### config.mk
export PLATFORM = sky130hd
export DESIGN_NAME = debounce_edge_detect
export DESIGN_NICKNAME = d
export VERILOG_FILES = /design/src/rtl/debounce_edge_detect.sv
export SDC_FILE = /design/constraint.sdc
export NUM_CORES = 1
export LEC_CHECK = 0
export BUFFER_PORTS_ARGS = -buffer_cell sky130_fd_sc_hd__buf_2
export CORE_ASPECT_RATIO = 1.4
export CORE_UTILIZATION = 50
export CTS_BUF_LIST = sky130_fd_sc_hd__clkbuf_4 sky130_fd_sc_hd__clkbuf_8
export CTS_CLUSTER_DIAMETER = 100
export DETAILED_ROUTE_END_ITERATION = 12
export PLACE_DENSITY = 0.77
export SLEW_MARGIN = 0
export SYNTH_ARGS = -nofsm -noshare
export SYNTH_HDL_FRONTEND = slang
export SYNTH_SLANG_ARGS = --single-unit
### constraint.sdc
create_clock -name clk -period 5 [get_ports clk]
set_clock_uncertainty 0.05 [all_clocks]
set_input_delay 0.25 -clock clk [delete_from_list [all_inputs] [get_ports clk]]
set_output_delay 0.25 -clock clk [all_outputs]
set_load 0.005 [all_outputs]
### src/rtl/debounce_edge_detect.sv
// Two-flop synchroniser followed by a qualification counter and 4-state FSM.
// Produces a debounced level plus registered one-cycle rise/fall pulses.
module debounce_edge_detect #(
   parameter int STABLE_CYCLES = 50000,
   parameter int CNT_WIDTH     = 16
) (
   input  logic clk,
   input  logic rst,
   input  logic din,
   output logic dout,
   output logic rise,
   output logic fall,
   output logic busy
);

   typedef enum logic [1:0] {
      S_LOW    = 2'd0,
      S_WAIT_H = 2'd1,
      S_HIGH   = 2'd2,
      S_WAIT_L = 2'd3
   } state_t;

   localparam logic [CNT_WIDTH-1:0] CNT_LAST = CNT_WIDTH'(STABLE_CYCLES - 1);

   logic                 sync1;
   logic                 sync2;
   state_t               state;
   state_t               state_n;
   logic [CNT_WIDTH-1:0] cnt;
   logic [CNT_WIDTH-1:0] cnt_n;
   logic                 dout_n;
   logic                 rise_n;
   logic                 fall_n;
   logic                 busy_n;

   always_ff @(posedge clk) begin
      if (rst) begin
         sync1 <= 1'b0;
         sync2 <= 1'b0;
      end else begin
         sync1 <= din;
         sync2 <= sync1;
      end
   end

   // The counter is cleared on every WAIT entry and holds at CNT_LAST, so it never wraps.
   always_comb begin
      state_n = state;
      cnt_n   = cnt;
      dout_n  = dout;
      rise_n  = 1'b0;
      fall_n  = 1'b0;
      case (state)
         S_LOW: begin
            if (sync2) begin
               state_n = S_WAIT_H;
               cnt_n   = '0;
            end
         end
         S_WAIT_H: begin
            if (!sync2) begin
               state_n = S_LOW;
               cnt_n   = '0;
            end else if (cnt == CNT_LAST) begin
               state_n = S_HIGH;
               dout_n  = 1'b1;
               rise_n  = 1'b1;
            end else begin
               cnt_n = cnt + 1'b1;
            end
         end
         S_HIGH: begin
            if (!sync2) begin
               state_n = S_WAIT_L;
               cnt_n   = '0;
            end
         end
         S_WAIT_L: begin
            if (sync2) begin
               state_n = S_HIGH;
               cnt_n   = '0;
            end else if (cnt == CNT_LAST) begin
               state_n = S_LOW;
               dout_n  = 1'b0;
               fall_n  = 1'b1;
            end else begin
               cnt_n = cnt + 1'b1;
            end
         end
         default: begin
            state_n = S_LOW;
            cnt_n   = '0;
            dout_n  = 1'b0;
         end
      endcase
      busy_n = (state_n == S_WAIT_H) || (state_n == S_WAIT_L);
   end

   always_ff @(posedge clk) begin
      if (rst) begin
         state <= S_LOW;
         cnt   <= '0;
         dout  <= 1'b0;
         rise  <= 1'b0;
         fall  <= 1'b0;
         busy  <= 1'b0;
      end else begin
         state <= state_n;
         cnt   <= cnt_n;
         dout  <= dout_n;
         rise  <= rise_n;
         fall  <= fall_n;
         busy  <= busy_n;
      end
   end

endmodule

==> qor.csv, run 1 <==
stage,metric,value,unit
floorplan,fp.coreArea,2000,um2
cts,cts_inserted_buffers,3,
timing,layout_setup_ws,3.03,ns
floorplan,die_w,41.2,um
drt,avgRoutedWirePerCell,14.3,um
timing,setup_tns,0,ns
timing,fmax,507,MHz
timing,finalSetupViolations,0,
logic_synthesis,syn_nets,128,
placed_design,dpl.hpwl,1.59,mm
placed_design,gp_congestion,0.882,
logic_synthesis,yosys_most_used_dff,dfxtp_1,
logic_synthesis,synth-edff-count,0,
finish,finalNonFillerCells,151,
cts,clk_pin_slew,0.12,ns
timing,rsz0062_at_grt,no,
drt,vias,962,
cts,cts_root_buffer,clkbuf_4,
placed_design,dp.cells,147,
timing,fin_crit_sh,39.4,%
setup_path,cp.arrival,2.18,ns
global_routing,grt_max_degree,15,
status,status,completed,
timing,drv_slew,0,
cts,cts_tree,done,
timing,worst_slew_pin_slew,0.669,ns
timing,relSlewSlack,55.1,%
global_routing,grt_usage,21.5,%
logic_synthesis,yosysMostFrequentCell,dfxtp_1,
setup_path,critPathLaunch,cnt[0],
cts,post-cts-setup-buffers,0,
power_and_ir_drop,power-per-cell-area,251,nW/um2
finish,syn2layout_area_growth,6.64,%
global_routing,grt_pass1_vias,872,
setup_path,r2r_start,cnt[0],
power_and_ir_drop,power,0.287,mW
floorplan,io_pins,7,
logic_synthesis,avgSynthCellArea,8.66,um2
min_path,hp-class,input port to flip-flop,
finish,final_util,57.3,%
global_routing,overflow,0,
setup_path,start_kind,flip-flop,
finish,stdcell_area,1140,um2
floorplan,die_area,2340,um2
drt,ant_nets,0,
drt,firstDrtPassIters,6,
cts,cts_resized,0,
logic_synthesis,yosys_register_bits,23,
cts,h-tree-depth,1,
logic_synthesis,synth_cell_types,31,
drt,routed_via_density,6.37,
finish,layout-drive-gt1-share,8.46,%
timing,worst_hold_slack,0.0838,ns
cts,clk-insertion-delay-late,0.32,ns
power_and_ir_drop,p_leak,0.372,nW
logic_synthesis,syn_area,1070,um2
logic_synthesis,seq_area_frac_synth,42.9,%
logic_synthesis,synth-async-reset-ratio,0,%
cts,clock_tree.buffer_depth,2,
cts,cts-hold-fix-buffers,0,
drt,drc,0,
power_and_ir_drop,peakVddDrop,256,uV
placed_design,io_buffers,6,
logic_synthesis,syn_inst,124,
global_routing,grt_pass1_wl,3.53,mm
cts,clock-sinks,23,
logic_synthesis,synth_top_area_cell,dfxtp_1,
setup_path,cp.required,5.20,ns
flow_run,maxCapViolations,0,
placed_design,post-place-ws,3.09,ns
finish,nFillCells,197,
placed_design,place_area,1110,um2
setup_path,critical_path.max_fanout,5,
logic_synthesis,yosys_warnings,0,
floorplan,rows,19,
setup_path,critPathKind,flip-flop to flip-flop,
min_path,min_from,din,
logic_synthesis,yosys-top-cells-area,"dfxtp_1 43%, a21oi_1 6.1%, or3_1 4.7%, o21ai_0 4.2%, and4_1 3.3%",
logic_synthesis,synth_top_area_share,42.9,%
finish,fin_nets,135,
finish,antenna_cells,0,
global_routing,antenna_found_initial,0,
drt,drt_iter0_drc,29,
timing,finalHoldViolCount,0,
timing,min_period,1.97,ns
setup_path,worstSetupEndpointType,flip-flop,
drt,drt_wl_total,2.16,mm
logic_synthesis,synth_commonest_cells,"23 x dfxtp_1, 13 x a21oi_1, 9 x nand2_1, 9 x o21ai_0, 8 x or3_1",
floorplan,dieHeight,56.8,um
floorplan,start_util,53.8,%
## worst max-delay path, stage by stage (launching register included)
cell     delay, ns
dfxtp_1       0.41
ha_1          0.22
nand3_1       0.18
or4b_4        0.57
or3_1         0.34
a21oi_1       0.15
## layout by cell type (no fill, tap or decap)
cell,count
dfxtp_1,23
a21oi_1,13
nand2_1,9
o21ai_0,9
or3_1,8
nor2_1,7
buf_2,6
nand3_1,5
nor3_1,5
xnor2_1,4
nand2b_1,4
nand4_1,4
and4_1,4
clkbuf_4,4
xor2_1,3
nor2b_1,3
and4b_1,2
inv_1,2
nor4_1,2
o41ai_1,2
a21o_1,1
nor4b_1,1
nor4bb_1,1
and3b_1,1
o31ai_1,1
or4_1,1
nor3b_1,1
nand4bb_1,1
or4b_4,1
mux2i_1,1
ha_1,1
## layer usage
layer,global-route usage (%),vias up,wire length (um)
met5,0,-,0
met4,10.6,0,56
met3,4.35,8,83
met2,35.9,21,1120
met1,23.7,465,896
li1,-,468,-
## kinds of logic after synthesis
logic type | Yosys count | share of synthesized area [%]
fa+ha+maj | 1 | 1.17
simple gates | 60 | 33.9
buf+inv | 6 | 2.10
compound gates | 26 | 13.3
xor+xnor | 7 | 5.71
flops | 23 | 42.9
mux | 1 | 0.932
## area by class of cell
class                           instances  area [um2]  share of cell area [%]
Tap cell                               21        26.3                    2.30
Multi-Input combinational cell         95         591                    51.6
Inverter                                2        7.51                   0.656
Sequential cell                        23         460                    40.2
Clock buffer                            4        30.0                    2.62
Timing Repair Buffer                    6        30.0                    2.62
## state kept, by name (all words and copies together), names as in the netlist
signal and count:
busy 1, cnt 16, dout 1, fall 1, rise 1, state 1, sync1 1, sync2 1
## final timing paths
| check | endpoint | slack, ns | depth (start not counted) |
|---|---|---|---|
| hold / removal | sync1 | 0.08 | 2 |
| setup reg to reg | cnt[12] | 3.03 | 5 |
| hold reg to reg | sync2 | 0.42 | 1 |
| setup / recovery | cnt[12] | 3.03 | 5 |
## power breakdown
part / internal, mW / total [mW] / switching, mW
clock network: 0.0367 / 0.0900 / 0.0533
logic: 0.00374 / 0.0105 / 0.00671
registers: 0.185 / 0.186 / 0.00149
total: 0.225 / 0.287 / 0.0615
Power figures use the tool's default switching activity.
==> inputs of run 2 (changes only) <==
- ABC_AREA: default -> 1
- PLACE_DENSITY: 0.77 -> 0.79
- clock period: 5 -> 1.8 ns (I/O delays scaled with it)
==> qor.csv, run 2 <==
stage,metric,value,unit,change
status,status,completed,,
floorplan,dieHeight,59.8,um,+5.2%
power_and_ir_drop,p_leak,0.533,nW,+43%
global_routing,grt_pass1_vias,1077,,+24%
drt,firstDrtPassIters,6,,unchanged
drt,drt_iter0_drc,28,,-3.4%
finish,antenna_cells,0,,unchanged
timing,setup_tns,0,ns,unchanged
drt,routed_via_density,5.26,,-17%
finish,layout-drive-gt1-share,12.0,%,+3.6 points
setup_path,path_cells,ha_1 -> nand3_2 -> inv_1 -> nand2_1 -> nor2_4 -> nand3_1 -> o21ai_2 -> nor2_1,,
global_routing,grt_pass1_wl,4.26,mm,+21%
timing,layout_setup_ws,0.289,ns,-2.74 ns
timing,fmax,662,MHz,+30%
setup_path,critical_path.max_fanout,6,,+1
logic_synthesis,yosys_register_bits,23,,unchanged
finish,seq_area,460,um2,unchanged
logic_synthesis,syn_inst,179,,+44%
finish,stdcell_area,1310,um2,+14%
cts,clk_pin_slew,0.13,ns,about the same
floorplan,fp.coreArea,2200,um2,+10%
flow_run,maxCapViolations,0,,unchanged
floorplan,rows,20,,+1
setup_path,worstSetupEndpointType,flip-flop,,
finish,largest_register,cnt,,
cts,h-tree-depth,1,,unchanged
placed_design,dpl.hpwl,1.88,mm,+18%
setup_path,critPathMaxStageDelay,0.38,ns,-0.19 ns
finish,syn2layout_area_growth,9.44,%,
global_routing,antenna_found_initial,0,,unchanged
logic_synthesis,yosysMostFrequentCell,nand2_1,,
timing,finalHoldViolCount,0,,unchanged
placed_design,gp_congestion,0.867,,-1.7%
finish,largest_reg_flops,16,,unchanged
global_routing,grt_usage,21.4,%,-0.12 points
logic_synthesis,yosys_warnings,0,,unchanged
floorplan,start_util,54.1,%,+0.39 points
logic_synthesis,seq_area_frac_synth,38.6,%,-4.3 points
setup_path,cp.required,1.99,ns,-3.21 ns
cts,cts_inserted_buffers,3,,unchanged
finish,nFillCells,208,,+5.6%
cts,cts_root_buffer,clkbuf_4,,
setup_path,start_kind,flip-flop,,
drt,drc,0,,unchanged
placed_design,post-place-ws,0.303,ns,-2.79 ns
cts,post-cts-setup-buffers,0,,unchanged
floorplan,io_pins,7,,unchanged
timing,relSlewSlack,83.1,%,+28 points
drt,drt_wl_total,2.44,mm,+13%
timing,min_period,1.51,ns,-0.460 ns
setup_path,r2r_setup_slack,0.29,ns,-2.74 ns
drt,avgRoutedWirePerCell,11.5,um,-20%
finish,final_util,59.3,%,+1.9 points
finish,multi_input_area,641,um2,+8.5%
global_routing,grt_max_degree,18,,+3
logic_synthesis,yosys-top-cells-area,"dfxtp_1 39%, nand2_1 15%, nor2_1 13%, inv_1 6.6%, nand3_1 5.0%",,
timing,worst_slew_pin_slew,0.253,ns,-0.416 ns
cts,clock_tree.buffer_depth,2,,unchanged
finish,fin_nets,196,,+45%
drt,vias,1121,,+17%
global_routing,overflow,0,,unchanged
logic_synthesis,synth_commonest_cells,"48 x nand2_1, 42 x nor2_1, 23 x dfxtp_1",,
logic_synthesis,avgSynthCellArea,6.66,um2,-23%
finish,final_common_cell,nand2_1,,
logic_synthesis,synth-async-reset-ratio,0,%,unchanged
finish,layout_common_cells,"48 x nand2_1, 42 x nor2_1, 23 x dfxtp_1, 21 x inv_1, 12 x nand3_1",,
cts,cts_tree,done,,
power_and_ir_drop,peakVddDrop,594,uV,+130%
timing,drv_slew,0,,unchanged
cts,clk-insertion-delay-late,0.33,ns,about the same
logic_synthesis,syn_area,1190,um2,+11%
logic_synthesis,synth_top_area_share,38.6,%,-4.3 points
drt,ant_nets,0,,unchanged
timing,rsz0062_at_grt,no,,
power_and_ir_drop,power-per-cell-area,623,nW/um2,+150%
floorplan,die_w,43.3,um,+5.1%
logic_synthesis,yosys_most_used_dff,dfxtp_1,,
placed_design,io_buffers,6,,unchanged
timing,finalSetupViolations,0,,unchanged
cts,cts-hold-fix-buffers,3,,+3
cts,cts_resized,0,,unchanged
timing,fin_crit_sh,83.9,%,+45 points
floorplan,die_area,2590,um2,+11%
logic_synthesis,synth_cell_types,22,,-29%
logic_synthesis,syn_nets,183,,+43%
min_path,hp-class,flip-flop to flip-flop,,
cts,clock-sinks,23,,unchanged
logic_synthesis,synth-edff-count,0,,unchanged
setup_path,cp.arrival,1.70,ns,-0.48 ns
placed_design,place_area,1240,um2,+12%
setup_path,critPathKind,flip-flop to flip-flop,,
setup_path,crit_slowest_cell,dfxtp_1,,
logic_synthesis,synth_top_area_cell,dfxtp_1,,
## run 2: metrics by stage
step | hold slack, ns | std cells | power (mW)
5_1_grt | 0.396 | 213 | 0.841
6_report | 0.400 | 213 | 0.813
3_3_place_gp | 0.257 | 206 | 0.560
4_1_cts | 0.394 | 213 | 0.818
2_1_floorplan | 0.109 | 179 | 0.551
3_5_place_dp | 0.266 | 206 | 0.562
## run 2: path summary, 6_finish.rpt
| path | startpoint | endpoint | cells after the start |
|---|---|---|---|
| min | sync1 | sync2 | 2 |
| max reg2reg | cnt[0] | cnt[14] | 8 |
| min reg2reg | sync1 | sync2 | 2 |
| max | cnt[0] | cnt[14] | 8 |
## run 2: critical path, delay by kind of cell, from the launching register on
family                   cells  cell delay, ns
buffers and inverters        1            0.11
AO/OA/AOI/OAI                1            0.12
AND/OR/NAND/NOR              5            0.53
adder cells (fa/ha/maj)      1            0.22
flip-flops                   1            0.38
## run 2: cells by family after synthesis
family                     synth area share (%)
AOI/OAI and AO/OA                          6.82
xor gates and xnor gates                   1.47
buffers and inverters                      7.66
DFF                                        38.6
and+or+nand+nor                            44.4
adders and majority gates                  1.05
## run 2: where the power goes
group / switching, mW / total [mW] / internal, mW
clock network: 0.171 / 0.257 / 0.0853
logic: 0.0274 / 0.0420 / 0.0146
registers: 0.00225 / 0.514 / 0.512
total: 0.201 / 0.813 / 0.612
## run 2: cell type report
type	instances	area share, %
clock inverter	1	0.575
timing repair buffer	9	4.60
inverter	23	6.62
sequential	23	35.3
clock buffer	3	1.73
multi-input combinational	132	49.1
tap	22	2.11
## run 2: per-layer routing
layer  up-vias  share of wire [%]  GRT usage (%)
met1       507                 42           23.4
met2        23                 52           39.0
met4         0                2.8           13.0
met3         7                3.8           1.81
met5         -                  0              0
li1        584                  -              -
==> inputs of run 3 (changes only) <==
- ABC_AREA: 1 -> 0
- PLACE_DENSITY: 0.79 -> 0.77
- clock period: 1.8 -> 1.5 ns (I/O delays scaled with it)
==> qor.csv, run 3 (synthesized netlist as in run 1, its figures left out) <==
stage,metric,value,unit,change
status,status,"complete, but fails checks",,
status,violations,setup timing,,
global_routing,grt_pass1_wl,4.80,mm,+13%
finish,nFillCells,106,,-49%
timing,layout_setup_ws,-0.217,ns,-0.506 ns
power_and_ir_drop,pwr-share-comb,8.4,%,+3.2 points
power_and_ir_drop,intPower,0.759,mW,+24%
floorplan,start_util,53.8,%,-0.39 points
timing,drv_slew,0,,unchanged
placed_design,io_buffers,6,,unchanged
power_and_ir_drop,p_switching,0.267,mW,+33%
global_routing,grt_pass1_vias,1121,,+4.1%
finish,antenna_cells,0,,unchanged
cts,cts_root_buffer,clkbuf_4,,
drt,drc,0,,unchanged
power_and_ir_drop,power,1.03,mW,+26%
floorplan,die_area,2340,um2,-9.6%
floorplan,rows,19,,-5.0%
timing,min_period,1.72,ns,+0.206 ns
setup_path,reg2reg_depth,5,,-3
timing,rsz0062_at_grt,yes,,
drt,firstDrtPassIters,4,,-2
timing,finalSetupViolations,13,,+13
finish,fin_nets,171,,-13%
finish,multi_input_area,768,um2,+20%
power_and_ir_drop,p_leak,0.648,nW,+22%
timing,fin_crit_sh,114,%,+31 points
floorplan,fp.coreArea,2000,um2,-9.3%
cts,h-tree-depth,1,,unchanged
finish,seq_area,479,um2,+4.1%
setup_path,start_kind,flip-flop,,
finish,largest_register,cnt,,
cts,clock_tree.buffer_depth,2,,unchanged
setup_path,cp.required,1.74,ns,-0.25 ns
setup_path,r2r_setup_slack,-0.22,ns,-0.51 ns
finish,layout-drive-gt1-share,48.2,%,+36 points
placed_design,post-place-ws,-0.287,ns,-0.590 ns
global_routing,overflow,0,,unchanged
cts,cts_inserted_buffers,3,,unchanged
drt,drt_iter0_drc,30,,+7.1%
setup_path,r2r_start,cnt[1],,
floorplan,dieHeight,56.8,um,-4.9%
placed_design,dpl.hpwl,1.92,mm,+2.5%
placed_design,gp_congestion,0.805,,-7.1%
global_routing,antenna_found_initial,0,,unchanged
setup_path,reg2reg_to,cnt[14],,
power_and_ir_drop,clock_power_share,31.3,%,-0.3 points
drt,vias,1173,,+4.6%
power_and_ir_drop,switching_share,26.0,%,+1.3 points
drt,routed_via_density,6.27,,+19%
finish,final_util,82.7,%,+23 points
min_path,min_to,sync2,,
cts,clock-sinks,23,,unchanged
drt,ant_nets,0,,unchanged
timing,worst_hold_slack,0.413,ns,+0.0132 ns
drt,drt_wl_total,3.71,mm,+52%
floorplan,die_w,41.2,um,-4.9%
setup_path,cp.arrival,1.96,ns,+0.26 ns
timing,worst_slew_pin_slew,0.303,ns,+0.0498 ns
flow_run,maxCapViolations,0,,unchanged
drt,avgRoutedWirePerCell,19.9,um,+73%
global_routing,grt_usage,29.0,%,+7.6 points
timing,finalHoldViolCount,0,,unchanged
finish,largest_reg_flops,16,,unchanged
timing,fmax,582,MHz,-12%
global_routing,grt_max_degree,15,,-3
finish,syn2layout_area_growth,53.8,%,
min_path,hp-class,flip-flop to flip-flop,,
cts,clk_pin_slew,0.15,ns,+0.02 ns
finish,final_common_cell,buf_4,,
power_and_ir_drop,seq_power_share,60.3,%,-3.0 points
min_path,min_path_cells,1,,-1
finish,layout_common_cells,"27 x buf_4, 12 x dfxtp_1, 9 x a21oi_1, 9 x dfxtp_2, 8 x nand2_1",,
cts,clk-insertion-delay-late,0.34,ns,about the same
timing,relSlewSlack,79.6,%,-3.5 points
setup_path,critical_path.max_fanout,4,,-2
floorplan,io_pins,7,,unchanged
cts,cts_tree,done,,
setup_path,critPathKind,flip-flop to flip-flop,,
setup_path,worstSetupEndpointType,flip-flop,,
power_and_ir_drop,peakVddDrop,624,uV,+5.1%
min_path,min_from,sync1,,
power_and_ir_drop,power-per-cell-area,621,nW/um2,-0.27%
==> run 3: area by class of cell <==
cell class / instances / share of cell area (%)
well taps: 21 / 1.59
clock inverters: 1 / 0.303
inverters: 2 / 0.455
multi-input cells: 96 / 46.5
clock buffers: 3 / 1.36
flip-flops and latches: 23 / 29.0
repair buffers: 41 / 20.8
==> run 3: layer usage <==
layer	part of all wire, %	track usage, %	up-vias	wire, um
met3	4.0	3.16	14	147
met1	39	34.0	569	1430
met5	0	0	-	0
met4	4.4	13.8	0	162
li1	-	-	547	-
met2	53	48.4	43	1970
==> run 3: power by group through the flow <==
stage                     Clock (mW)  Sequential [mW]  Combinational [mW]
after global placement             0            0.634              0.0545
after CTS                      0.292            0.621              0.0609
after global routing           0.339            0.619              0.0897
after floorplan                    0            0.635              0.0248
after detailed placement           0            0.635              0.0555
final                          0.321            0.618              0.0864
==> run 3: stage by stage <==
step / TNS (ns) / cells / instance area (um2)
floorplan: -0.450 / 124 / 1120
global placement: -0.828 / 175 / 1380
detailed placement: -2.64 / 175 / 1380
CTS: -0.704 / 182 / 1490
global route: -2.38 / 187 / 1650
finish: -1.30 / 187 / 1650
==> run 3: critical path, cell delays in order, from the launching register on <==
cell	delay [ns]
dfxtp_2	0.38
ha_4	0.16
nand3_4	0.08
or4b_4	0.51
or3_1	0.35
a21oi_2	0.13
==> run 3: worst max-delay path by stage <==
stage / slack, ns / startpoint / depth (start not counted) / to
finish: -0.22 / cnt[1] / 5 / cnt[14]
global route: -0.29 / cnt[4] / 4 / cnt[14]
CTS: -0.16 / cnt[1] / 5 / cnt[14]
detailed placement: -0.29 / cnt[3] / 4 / cnt[3]
global placement: -0.1 / cnt[4] / 4 / cnt[14]
floorplan: -0.10 / cnt[1] / 5 / cnt[14]
==> run 3: what timing repair did <==
action,in CTS,in global routing
setup buffers,1,4
gates resized for setup,13,31
hold endpoints to repair,4,0
endpoints found under the setup margin,16,18
hold buffers,2,0
pin swaps,0,21
gates cloned,0,2
